[config.mk]
export PLATFORM = sky130hd
export DESIGN_NAME = alu_mp_sequencer
export DESIGN_NICKNAME = d
export VERILOG_FILES = /design/src/rtl/alu_seq_pkg.sv /design/src/rtl/alu_mp_sequencer.sv
export SDC_FILE = /design/constraint.sdc
export NUM_CORES = 1
export LEC_CHECK = 0
export BUFFER_PORTS_ARGS = -buffer_cell sky130_fd_sc_hd__buf_2
export CAP_MARGIN = 5
export CORE_ASPECT_RATIO = 0.75
export CORE_MARGIN = 2
export CORE_UTILIZATION = 49
export CTS_CLUSTER_SIZE = 10
export DETAILED_ROUTE_END_ITERATION = 8
export PLACE_DENSITY = 0.81
export SYNTH_ARGS = -nofsm -noshare
export SYNTH_HDL_FRONTEND = slang
export SYNTH_SLANG_ARGS = --single-unit
[constraint.sdc]
create_clock -name clk -period 2 [get_ports clk]
set_input_delay 0.1 -clock clk [delete_from_list [all_inputs] [get_ports clk]]
set_output_delay 0.1 -clock clk [all_outputs]
set_load 0.01 [all_outputs]
[src/rtl/alu_seq_pkg.sv]
// alu_seq_pkg: shared FSM encoding, ALU select width and effective-length helper for alu_mp_sequencer.
package alu_seq_pkg;

    localparam logic [1:0] ST_IDLE = 2'd0;
    localparam logic [1:0] ST_RUN  = 2'd1;
    localparam logic [1:0] ST_DONE = 2'd2;

    localparam int ALU_SEL_W = 3;

    // A zero or oversized length means "use every word".
    function automatic int unsigned eff_len(input int unsigned len, input int unsigned words);
        return (len == 0 || len > words) ? words : len;
    endfunction

endpackage

[src/rtl/alu_mp_sequencer.sv]
// alu_mp_sequencer: drives a BITS-wide combinational ALU word by word to run one WORDS-wide operation.
// Optional ALU_MP_SEQUENCER_FLUSH_EN adds a flush input that aborts RUN/DONE back to IDLE.
module alu_mp_sequencer
    import alu_seq_pkg::*;
#(
    parameter int BITS  = 4,
    parameter int WORDS = 4,
    parameter int LEN_W = $clog2(WORDS + 1)
) (
    input  logic                  clk,
    input  logic                  rst,
`ifdef ALU_MP_SEQUENCER_FLUSH_EN
    input  logic                  flush,
`endif
    input  logic                  req_valid,
    output logic                  req_ready,
    input  logic [ALU_SEL_W-1:0]  req_sel,
    input  logic                  req_cin,
    input  logic [LEN_W-1:0]      req_len,
    input  logic [BITS*WORDS-1:0] req_a,
    input  logic [BITS*WORDS-1:0] req_b,
    output logic [ALU_SEL_W-1:0]  alu_sel,
    output logic                  alu_cin,
    output logic [BITS-1:0]       alu_a,
    output logic [BITS-1:0]       alu_b,
    input  logic [BITS-1:0]       alu_out,
    input  logic                  alu_cout,
    input  logic                  alu_statv,
    output logic                  rsp_valid,
    input  logic                  rsp_ready,
    output logic [BITS*WORDS-1:0] rsp_out,
    output logic                  rsp_cout,
    output logic                  rsp_v,
    output logic                  rsp_z
);

    localparam int IDX_W = (WORDS > 1) ? $clog2(WORDS) : 1;

    logic [1:0]                       state_q, state_d;
    logic [LEN_W-1:0]                 cnt_q, cnt_d, len_q, len_d;
    logic [ALU_SEL_W-1:0]             sel_q, sel_d;
    logic                             cin_q, cin_d, cout_q, cout_d, v_q, v_d, z_q, z_d;
    logic [WORDS-1:0][BITS-1:0]       a_q, a_d, b_q, b_d, res_q, res_d;
    logic [IDX_W-1:0]                 idx;
    logic                             run, last, flush_w;

`ifdef ALU_MP_SEQUENCER_FLUSH_EN
    assign flush_w = flush;
`else
    assign flush_w = 1'b0;
`endif

    assign run  = state_q == ST_RUN;
    assign idx  = cnt_q[IDX_W-1:0];
    assign last = (cnt_q + LEN_W'(1)) == len_q;

    // ALU operands come only from latched registers, never straight from the request.
    assign alu_sel   = run ? sel_q : '0;
    assign alu_a     = run ? a_q[idx] : '0;
    assign alu_b     = run ? b_q[idx] : '0;
    assign alu_cin   = run & ((cnt_q == '0) ? cin_q : cout_q);

    assign req_ready = state_q == ST_IDLE;
    assign rsp_valid = state_q == ST_DONE;
    assign rsp_out   = res_q;
    assign rsp_cout  = cout_q;
    assign rsp_v     = v_q;
    assign rsp_z     = z_q;

    always_comb begin
        state_d = state_q;
        cnt_d   = cnt_q;
        len_d   = len_q;
        sel_d   = sel_q;
        cin_d   = cin_q;
        a_d     = a_q;
        b_d     = b_q;
        res_d   = res_q;
        cout_d  = cout_q;
        v_d     = v_q;
        z_d     = z_q;
        if (state_q == ST_IDLE) begin
            if (req_valid) begin
                state_d = ST_RUN;
                cnt_d   = '0;
                len_d   = LEN_W'(eff_len(32'(req_len), WORDS));
                sel_d   = req_sel;
                cin_d   = req_cin;
                a_d     = req_a;
                b_d     = req_b;
                res_d   = '0;
                cout_d  = 1'b0;
                v_d     = 1'b0;
                z_d     = 1'b1;
            end
        end else if (flush_w) begin
            state_d = ST_IDLE;
            res_d   = '0;
        end else if (run) begin
            res_d[idx] = alu_out;
            cout_d     = alu_cout;
            v_d        = alu_statv;
            z_d        = z_q & (alu_out == '0);
            cnt_d      = cnt_q + LEN_W'(1);
            state_d    = last ? ST_DONE : ST_RUN;
        end else if (rsp_ready || state_q != ST_DONE) begin
            state_d = ST_IDLE;
        end
    end

    always_ff @(posedge clk) begin
        if (rst) begin
            state_q <= ST_IDLE;
            cnt_q   <= '0;
            len_q   <= '0;
            sel_q   <= '0;
            cin_q   <= 1'b0;
            a_q     <= '0;
            b_q     <= '0;
            res_q   <= '0;
            cout_q  <= 1'b0;
            v_q     <= 1'b0;
            z_q     <= 1'b0;
        end else begin
            state_q <= state_d;
            cnt_q   <= cnt_d;
            len_q   <= len_d;
            sel_q   <= sel_d;
            cin_q   <= cin_d;
            a_q     <= a_d;
            b_q     <= b_d;
            res_q   <= res_d;
            cout_q  <= cout_d;
            v_q     <= v_d;
            z_q     <= z_d;
        end
    end

endmodule
==> run summary <==
syn_area_per_cell - 8.573 µm²
Routability Congestion - 0.8339
Clock Latency Late Sink - 350 ps
TritonCTS buffer count - 9
unrepaired setup endpoints after global routing - false
clock slew seen by the registers of the worst setup and hold paths - 70 ps
drt drc - 0
Crit. End Element - output pin
first-pass GRT wire length - 11020 µm
pin count of the biggest net entering global routing - 41
Final WS setup - 104.2 ps
fmax - 0.5275 GHz
#FFs+latches synth - 63
startpoint class of the critical path - register
fin crit period - 1896 ps
Slowest cell on crit path - mux4_2
setup violators final - 0
Synth cell types - 30
die area - 0.006164 mm²
Post-DP HPWL - 4557 µm
worst slew pin tran - 635.4 ps
All-Layer GR Usage - 23.08%
Slew Limit Fails - 0
post-CTS setup buffer count - 0
worst endpoint required time - 1900 ps
DR vias - 2661
Layout Cells excl Fill - 502
clk buf depth - 2
CP cell instances - buf_4 > mux4_2 > and2_1 > buf_2
area grow syn2layout - 34.16%
FF-to-FF setup slack - 340 ps
CTS tree - done
placed cell area - 0.003173 mm²
Post-Synthesis Cells - 317
Multi-input gate area - 0.001334 mm²
Syn Nets - 371
clock skew - 6.505 ps
worst vdd ir - 486.3 µV
fraction of layout cells with a size suffix above 1 - 28.10%
Initial Util - 50.77%
total iterations of the first detailed-routing run - 4
n_diodes - 0
headroom to the max-slew limit - 57.64%
met2 Track Usage GR - 39.58%
DP Cell Count - 458
Cell Pwr Density - 801.8 mW/mm²
crit path DAT - 1800 ps
status - completed
Die Wd - 90.00 µm
Lkg Pwr - 1.547 nW
kind of critical path - reg2out
Die Y - 68.50 µm
Global Route met3 Usage - 7.935%
I/O pin count - 82
Post-Route Utilization - 68.12%
Tot Pwr - 2.923 mW
global route overflow - 0
Port-buffer cells - 81
met1 usage - 27.40%
Sink Count - 63
max-cap viol count - 0
drt total wl - 7085 µm
H-tree depth - 3
Clk Tree Root Cell - clkbuf_8
fill count - 446
initial drt markers - 189
DP Worst Slack - 316.4 ps
Design Area, Final - 0.003646 mm²
# rows - 23
setup TNS - 0 ps
Critical Path Max Stage Delay - 510 ps
Buf/Inv on CP - 2
Yosys warnings - 0
initial antenna violation count - 0
Vias per Instance - 5.301
routed len/inst - 14.11 µm
vias in the first global route - 2437
HP Class - in2reg
core area - 0.005353 mm²
Register Area - 0.001265 mm²
crit-path leading delay family - multiplexers
Hold Vio Cnt, Final - 0
ANT nets after route - 0
Max FO, Critical Path - 8
fin crit share - 94.79%
mapped cell area - 0.002718 mm²
GRT Max-Usage Layer - met2
hold_ws - 4.701 ps
register area share after synthesis - 46.41%
final layout net count - 476
-- metal layers --
layer,up-vias,share of wire (%)
met5,-,0
met4,0,2.1
met3,21,6.2
met2,89,48
met1,1255,43
li1,1296,-
-- power by group --
part	internal, mW	switching (mW)
logic	0.223	0.253
registers	1.33	0.0538
clock network	0.570	0.494
total	2.12	0.801
-- cells in the mapped netlist --
library cell / count / area, µm²
o21ai_0: 16 / 80.08
dfxtp_1: 63 / 1261
mux2i_1: 4 / 40.04
nand3_1: 16 / 80.08
buf_2: 12 / 60.06
nor3b_1: 3 / 22.52
xnor2_1: 1 / 8.760
o21ai_1: 2 / 10.01
or2_2: 1 / 6.260
o21bai_2: 1 / 11.26
a21oi_1: 57 / 285.3
nand4_1: 2 / 12.51
xnor3_1: 1 / 22.52
or3b_1: 1 / 8.760
nand3b_1: 2 / 15.01
buf_6: 2 / 22.52
nand2b_1: 2 / 12.51
inv_1: 3 / 11.26
and2_1: 11 / 68.82
mux4_2: 8 / 180.2
nand2_1: 75 / 281.5
nor4_1: 1 / 6.260
a211oi_1: 2 / 15.01
a22oi_1: 3 / 22.52
ha_1: 5 / 62.56
nor2b_1: 4 / 25.02
clkbuf_1: 10 / 37.54
nor3b_2: 1 / 12.51
xor2_1: 1 / 8.760
nor2_1: 7 / 26.28
-- final timing paths --
kind	from	to	cells after the start
worst min register to register	b_q[8]	b_q[8]	2
worst min-delay path	req_b[8]	b_q[8]	3
worst max register to register	cnt_q[0]	rsp_out[15]	5
worst max-delay path	cnt_q[0]	alu_a[0]	4
-- flip-flops by register name, indices dropped and copies added, names as in the netlist --
register and count:
state_q 2, rsp_z 1, b_q 16, rsp_out 16, cin_q 1, sel_q 3, a_q 16, len_q 3
rsp_cout 1, rsp_v 1, cnt_q 3
-- cells by family (layout without fill, tap and decap cells) --
kind of cell,count (synthesis),count (layout),synth area share [%]
flops,63,63,46.41
compound gates,81,81,15.61
mux,12,12,8.103
simple gates,126,126,21.27
buf+inv,27,137,4.834
fa+ha+maj,5,5,2.302
xor+xnor,3,3,1.473
-- cells in the final DEF (no fill, tap or decap), types with 2 or more instances in the layout --
master          n
a211oi_1        2
a21oi_1        57
a22oi_1         3
and2_1         11
buf_2          81
buf_4           9
clkbuf_8        9
clkinv_2        3
dfxtp_1        60
dfxtp_2         3
dlygate4sd3_1  28
ha_1            5
inv_1           3
mux2i_1         4
mux4_2          8
nand2_1        75
nand2b_1        2
nand3_1        16
nand3b_1        2
nand4_1         2
nor2_1          7
nor2b_1         3
nor3b_1         3
o21ai_0        16
o21ai_1         2
-- area by class of cell --
cell class,instances,area share [%]
Sequential cell,63,34.69
Multi-Input combinational cell,227,36.58
Clock inverter,6,1.682
Clock buffer,10,3.500
Timing Repair Buffer,118,20.66
Tap cell,75,2.574
Inverter,3,0.3089
-- timing repair --
item	in CTS	in global routing
endpoints found under the hold margin	28	0
setup endpoints to repair	1	8
hold buffers	28	0
gates resized for setup	1	2
-- worst min-delay path: stages --
cell,delay [ps]
buf_2,100
nand2_1,50
a21oi_1,50
No activity file was read; power rests on OpenSTA's default activity.
